### config.mk
export PLATFORM = sky130hd
export DESIGN_NAME = peridot_conf_layer
export DESIGN_NICKNAME = d
export VERILOG_FILES = /design/src/rtl/peridot_conf_layer.sv
export SDC_FILE = /design/constraint.sdc
export NUM_CORES = 1
export LEC_CHECK = 0
export CAP_MARGIN = 20
export CORE_MARGIN = 10
export CORE_UTILIZATION = 54
export DETAILED_ROUTE_END_ITERATION = 10
export PLACE_DENSITY = 0.8
export SLEW_MARGIN = 5
export SYNTH_ARGS = -nofsm -noshare
export SYNTH_HDL_FRONTEND = slang
export SYNTH_SLANG_ARGS = --single-unit
### constraint.sdc
create_clock -name clock_sig -period 6.8 [get_ports clock_sig]
set_input_delay 0.68 -clock clock_sig [delete_from_list [all_inputs] [get_ports clock_sig]]
set_output_delay 0.68 -clock clock_sig [all_outputs]
set_load 0.03 [all_outputs]
### src/rtl/peridot_conf_layer.sv
// peridot_conf_layer: byte-stream parser that splits payload, escapes and
// config commands, plus a small output FIFO and an upstream response merger.
//
// Ports:
//   clock_sig, reset_sig          clock, async active-high reset
//   in_valid/in_ready/in_data     upstream byte stream (parser input)
//   out_valid/out_ready/out_data  decoded payload (FWFT FIFO output)
//   pk_valid/pk_ready/pk_data     downstream packets to pass upstream
//   resp_valid/resp_ready/resp_data  merged upstream return channel
//   i2c_scl_o/i2c_sda_o/i2c_sda_i    open-drain I2C, 1 = release
//   conf_bits                     user configuration nibble
module peridot_conf_layer #(
  parameter logic [7:0] CMD_CODE   = 8'h3A,
  parameter logic [7:0] ESC_CODE   = 8'h3D,
  parameter logic [7:0] ESC_XOR    = 8'h20,
  parameter int         FIFO_DEPTH = 4,
  parameter int         RESP_MAX   = 3,
  parameter logic [3:0] RESP_ID    = 4'h7
) (
  input  logic       clock_sig,
  input  logic       reset_sig,
  input  logic       in_valid,
  output logic       in_ready,
  input  logic [7:0] in_data,
  output logic       out_valid,
  input  logic       out_ready,
  output logic [7:0] out_data,
  input  logic       pk_valid,
  output logic       pk_ready,
  input  logic [7:0] pk_data,
  output logic       resp_valid,
  input  logic       resp_ready,
  output logic [7:0] resp_data,
  output logic       i2c_scl_o,
  output logic       i2c_sda_o,
  input  logic       i2c_sda_i,
  output logic [3:0] conf_bits
);

  localparam int AW = (FIFO_DEPTH > 1) ? $clog2(FIFO_DEPTH) : 1;
  localparam int CW = AW + 1;
  localparam logic [CW-1:0] FULL_CNT = CW'(FIFO_DEPTH);
  localparam logic [3:0]    PEND_MAX = 4'(RESP_MAX);

  typedef enum logic [1:0] {
    P_DATA = 2'd0,
    P_CMD  = 2'd1,
    P_ESC  = 2'd2
  } pstate_t;

  pstate_t       state_q, state_d;
  logic [7:0]    mem_q [FIFO_DEPTH];
  logic [AW-1:0] wptr_q, rptr_q;
  logic [CW-1:0] cnt_q;
  logic [3:0]    pend_q, pend_d;
  logic          scl_q, sda_q;
  logic [3:0]    conf_q;

  logic          fifo_full, fifo_empty;
  logic          accept, push, pop;
  logic          cmd_load, pend_inc, pend_dec;
  logic [7:0]    push_byte;

  assign fifo_full  = (cnt_q == FULL_CNT);
  assign fifo_empty = (cnt_q == '0);

  // Held low in reset so nothing is accepted against cleared state.
  assign in_ready = !reset_sig && !fifo_full && (pend_q != PEND_MAX);
  assign accept   = in_valid && in_ready;

  // Parser decode: introducers always win, regardless of current state,
  // which also abandons any half-finished escape or command.
  always_comb begin
    state_d   = state_q;
    push      = 1'b0;
    push_byte = in_data;
    cmd_load  = 1'b0;
    if (accept) begin
      if (in_data == CMD_CODE) begin
        state_d = P_CMD;
      end else if (in_data == ESC_CODE) begin
        state_d = P_ESC;
      end else begin
        state_d = P_DATA;
        unique case (state_q)
          P_DATA: push = 1'b1;
          P_ESC: begin
            push      = 1'b1;
            push_byte = in_data ^ ESC_XOR;
          end
          P_CMD:  cmd_load = 1'b1;
          default: ;
        endcase
      end
    end
  end

  assign pend_inc = cmd_load;
  assign pend_dec = resp_ready && (pend_q != 4'd0);
  assign pend_d   = pend_q + {3'b000, pend_inc} - {3'b000, pend_dec};

  // Parser state and registered I2C / config outputs.
  always_ff @(posedge clock_sig or posedge reset_sig) begin
    if (reset_sig) begin
      state_q <= P_DATA;
      pend_q  <= 4'd0;
      scl_q   <= 1'b1;
      sda_q   <= 1'b1;
      conf_q  <= 4'h0;
    end else begin
      state_q <= state_d;
      pend_q  <= pend_d;
      if (cmd_load) begin
        scl_q  <= in_data[4];
        sda_q  <= in_data[5];
        conf_q <= in_data[3:0];
      end
    end
  end

  // FWFT FIFO: head entry is always presented; pointers wrap naturally
  // because the depth is a power of two.
  assign out_valid = !fifo_empty;
  assign out_data  = mem_q[rptr_q];
  assign pop       = out_valid && out_ready;

  always_ff @(posedge clock_sig) begin
    if (push) begin
      mem_q[wptr_q] <= push_byte;
    end
  end

  always_ff @(posedge clock_sig or posedge reset_sig) begin
    if (reset_sig) begin
      wptr_q <= '0;
      rptr_q <= '0;
      cnt_q  <= '0;
    end else begin
      if (push) begin
        wptr_q <= wptr_q + AW'(1);
      end
      if (pop) begin
        rptr_q <= rptr_q + AW'(1);
      end
      unique case ({push, pop})
        2'b10:   cnt_q <= cnt_q + CW'(1);
        2'b01:   cnt_q <= cnt_q - CW'(1);
        default: cnt_q <= cnt_q;
      endcase
    end
  end

  // Pending responses take priority over the packet pass-through.
  always_comb begin
    if (pend_q != 4'd0) begin
      resp_valid = 1'b1;
      resp_data  = {2'b00, i2c_sda_i && sda_q, scl_q, RESP_ID};
      pk_ready   = 1'b0;
    end else begin
      resp_valid = pk_valid;
      resp_data  = pk_data;
      pk_ready   = resp_ready;
    end
  end

  assign i2c_scl_o = scl_q;
  assign i2c_sda_o = sda_q;
  assign conf_bits = conf_q;

endmodule

# After elaboration in Yosys (flattened, before gate mapping)
# Memory sizes are Yosys's and may differ from the RTL's.
# Index checks and enable logic that the tools add are counted.
# Widths: inputs -> output; s select.
# totals
ff_bits	19
ramBits	32
in_bits	23
output_inout_bits	26
mem_count	1
# memory_table
name	depth	word_bits	read_ports	rd_ports_with_merged_regs	write_ports	line	rtl
mem_q	4	8	1	0	1	52	logic [7:0] mem_q [FIFO_DEPTH];
# op_classes
n_addsub	6
eq_ne	8
mux	20
bitwise	1
reduce_logical	14
# op_table
cell	count
$mux 6	4
$eq 8x6->1 const B	2
$mux 1	12
$mux 8	1
$logic_and 1x1->1	6
$pmux 3 s2	1
$add 2x1->2 const B	2
$add 4x1->4	1
$eq 2x1->1 const B	2
$eq 2x2->1 const B	2
$mux 2	2
$ne 4x2->1 const B	1
$reduce_bool 4->1	1
$sub 4x1->4	1
$add 3x1->3 const B	1
$eq 3x3->1 const B	1
$logic_not 1->1	3
$logic_not 3->1	1
$sub 3x1->3 const B	1
$logic_not 2->1	1
$reduce_bool 2->1	1
$reduce_or 2->1	1
$not 1->1	1

# Longest topological paths before layout
# logic_depth
ltp_word	8
depth_mapped	13
mapped_depth_nobuf	12

# Least setup slack after synthesis
# Ideal clock, no wire load.
# synth_path
path_type	input to register
from	input port in_data[0]
to	register cnt_q[2]
arrival_ns	2.752
slack_ns	3.969
stages	11
path_buffers	1
cell_sequence	or3b_1 -> a2111o_1 -> and3_1 -> buf_6 -> inv_1 -> ha_1 -> inv_1 -> fa_1 -> xor2_1 -> nor2_1 -> xor2_1
# synth_between
elab_chain_cells	6
elab_cells_between_ends	9
cone_classes	eq/ne: 4; mux: 4; reduce/logical: 1
# synth_lines
element	line	rtl
start: declaration	24	input logic [7:0] in_data,
$eq 8x6->1	81	end else if (in_data == ESC_CODE) begin
$mux 1	81	
$mux 1 (*)	79	if (in_data == CMD_CODE) begin
$mux 1 (*)	78	if (accept) begin
$eq 2x1->1 or $eq 2x2->1 (tied branches)	145	unique case ({push, pop})
$pmux 3 s2 or $reduce_bool 2->1 (tied branches)	--	
end signal: assignment	146	2'b10: cnt_q <= cnt_q + CW'(1);
end signal: assignment	147	2'b01: cnt_q <= cnt_q - CW'(1);
end signal: assignment	148	default: cnt_q <= cnt_q;
end: declaration	54	logic [CW-1:0] cnt_q;
# Every way passes the cells marked *; elsewhere a longest branch is shown, timed or not.
# A chain may end at the register's enable or synchronous reset.

# Worst setup path after layout
# Ends and elaborated chain as after synthesis.

==> metrics.md <==
| Metric | Value |
|---|---|
| Slowest cell on crit path | clkdlybuf4s50_1 |
| Final antenna diode count | 0 |
| Cells after Synth | 150 |
| Initial core utilization | 56.6% |
| Fraction of layout cells with a size suffix above 1 | approximately 17% |
| Total Wirelength | between 4000 and 5000 um |
| Fin nets | between 200 and 250 |
| Root cell of the clock tree | clkbuf_8 |
| Kind of cell adding the most delay to the critical path | simple AND/OR/NAND/NOR gates |
| Drt initial violations | between 100 and 150 |
| Final Hold Viols | 0 |
| Min cycle time layout | about 3.3 ns |
| Power Density | ~360 nW/um2 |
| Routed len/inst | between 15 and 20 um |
| Worst setup EP type | flip-flop |
| Worst r2r src | cnt_q[0] |
| Leading area contributor after synthesis | edfxtp_1 |
| TritonCTS clock tree | yes |
| Crit share post-route | just under 50% |
| Vias | 1360 |
| First-pass GRT wire length | about 7400 um |
| Post-Syn Area | ~2300 um2 |
| Post-CTS setup buffer count | 0 |
| Routed Antenna Nets | 0 |
| H-tree levels | 2 |
| Hold WC Path Type | reg -> reg |
| CP Buf/Inv Count | 3 |
| Cell with the most instances after synthesis | edfxtp_1 |
| Startpoint Class | input pin |
| Avg Vias per Cell | about 5.4 |
| Warnings from Yosys | 0 |
| Static Leak | approximately 1.1 nW |
| Cell Area, Placed | roughly 2800 um2 |
| Synthesized area per cell | between 15 and 20 um2 |
| Gpl congestion | about 0.83 |
| Area of the multi-input gates | 798 um2 |
| Cell row count | 23 |
| WP data required | 7.02 ns |
| Largest net degree at the start of global routing | 20 |
| Post-cts sizing count | 0 |
| Worst-Skew Late Latency | 0.30 ns |
| GRT Overall Usage | around 13% |
| Die ar. | about 7300 um2 |
| Gr ovfl total | 0 |
| RSZ-0062 raised after global routing | false |
| Chip height | around 85 um |
| Num Clock Sinks | 51 |
| Io pins | 49 |
| CP max FO | 7 |
| Max-slew violation count | 0 |
| Ys flop type | edfxtp_1 |
| Rel. slew slack | between 50% and 60% |
| R2R setup slack | around 4.2 ns |
| Port bufs | 48 |
| Worst slew pin tran | approximately 0.7 ns |
| Hold endpoint | cnt_q[2] |
| Worst Path Class, Setup | in -> reg |
| Synth top area share | between 40% and 50% |
| Max Freq | around 310 MHz |
| Area of the core | between 4000 and 5000 um2 |
| Number of global-route vias before repair | 1469 |
| Final setup fails | 0 |
| Worst Clk Skew | between 0.003 and 0.004 ns |
| Total power draw | about 1.1 mW |
| Crit path largest cell delay | between 0.5 and 0.6 ns |
| R2R cell count | 10 |
| Initial antenna violation count | 0 |
| Fillers | about 270 |
| Reg area | ~1400 um2 |
| Commonest cells post-synth | edfxtp_1, dfrtp_1, inv_1 |
| Worst Hold Depth | 1 |
| Worst EP arrival | between 3 and 4 ns |
| Final HPWL DP | approximately 3600 um |
| Clock-pin slew on the worst setup and hold paths | around 0.09 ns |
| VDD IR max | about 0.00023 V |
| CP cell instances | clkdlybuf4s50_1 -> or3b_1 -> a2111o_1 -> and3_1 -> inv_1 -> ha_1 -> inv_1 -> fa_1 -> xor2_1 -> nor2_1 -> xor2_1 |
| Final Cell Area | just under 3000 um2 |
| Syn_nets | about 190 |
| Die width | about 85 um |
| Clk buf depth | 2 |
| Maximum Capacitance Violations | 0 |
| Status | finished, final reports clean |
| Async set-reset flop share out of synthesis | around 37% |
| Area Overhead vs Synth | 26.5% |
| CTS Buf Count | 5 |
| Distinct cell type count of the synthesized netlist | 37 |
| DR pass1 iterations | 4 |
| Top cells by area, synth | edfxtp_1, dfrtp_1, mux4_2 |
| Residual DRC | 0 |
| Post-synth EDFFs | 32 |
| Sequential share of the synthesized area | between 60% and 70% |
| RR Endpoint | cnt_q[2] |
| Post-CTS Hold Buffers | 0 |
| Hold wc startpoint | cnt_q[2] |
| Sum of negative setup slack | 0 ns |
| #FFs+latches synth | between 50 and 60 |
## cell type report
cell class                 count  share of cell area [%]
sequential                    51                    49.2
inverter                      14                    1.80
clock buffer                   5                    2.35
multi-input combinational     81                    27.3
tap                           50                    2.14
clock inverter                 3                   0.684
timing repair buffer          49                    16.6
## registers in the layout (all words and copies together), names as in the netlist
| name | flops |
|---|---|
| mem_q | 32 |
| conf_bits | 4 |
| pend_q | 4 |
| cnt_q | 3 |
| rptr_q | 2 |
| state_q | 2 |
| wptr_q | 2 |
| i2c_scl_o | 1 |
| i2c_sda_o | 1 |
## cell usage in the layout, fill, tap and decap left out, types with 2 or more instances in the layout
master / count
dfstp_2: 2
ha_1: 10
inv_1: 14
nand2_1: 7
or3_1: 2
xor2_1: 4
mux4_2: 8
nand2b_1: 4
dfrtp_1: 17
nand3_1: 3
nor2_1: 2
fa_1: 2
xnor2_1: 4
clkbuf_8: 5
nor2b_1: 2
edfxtp_1: 32
mux2_2: 8
o31ai_1: 2
and2_1: 5
clkdlybuf4s50_1: 48
and2_2: 4
## routing by layer
layer,vias up,wire length [um],track usage (%)
met2,27,2530,23.9
met4,0,38,3.14
met5,-,0,0
met1,692,1830,13.7
met3,5,199,3.63
li1,636,-,-
## power by group
part	switching, mW	internal (mW)	leakage, nW
combinational	0.222	0.214	0.575
sequential	0.0572	0.392	0.523
clock	0.0971	0.0718	0.0418
total	0.376	0.678	1.14
## per-stage QoR
step / std cells / util (%) / worst slack (ns) / hold WS (ns)
2_1_floorplan: 150 / - / 3.97 / 0.450
5_1_grt: 253 / 71.6 / 3.37 / 0.547
3_5_place_dp: 244 / 69.3 / 3.22 / 0.497
4_1_cts: 252 / 71.5 / 3.31 / 0.508
3_3_place_gp: 244 / 69.3 / 3.38 / 0.469
6_report: 253 / 71.6 / 3.53 / 0.516
## worst max-delay path by stage
stage,startpoint,to,cells past startpoint,slack [ns]
final,in_data[0],cnt_q[2],11,3.53
after global routing,in_data[0],cnt_q[2],11,3.37
after CTS,pend_q[2],resp_data[4],5,3.31
after detailed placement,in_data[1],cnt_q[2],11,3.22
after global placement,in_data[1],cnt_q[2],11,3.38
after floorplan,in_data[0],cnt_q[2],11,3.97
## cells by family after synthesis
| family | share of synthesized area (%) |
|---|---|
| flops | 62.2 |
| simple gates | 9.41 |
| buf+inv | 3.30 |
| mux | 12.8 |
| fa+ha+maj | 7.14 |
| xor+xnor | 3.03 |
| compound gates | 2.16 |
Power figures use the tool's default switching activity.
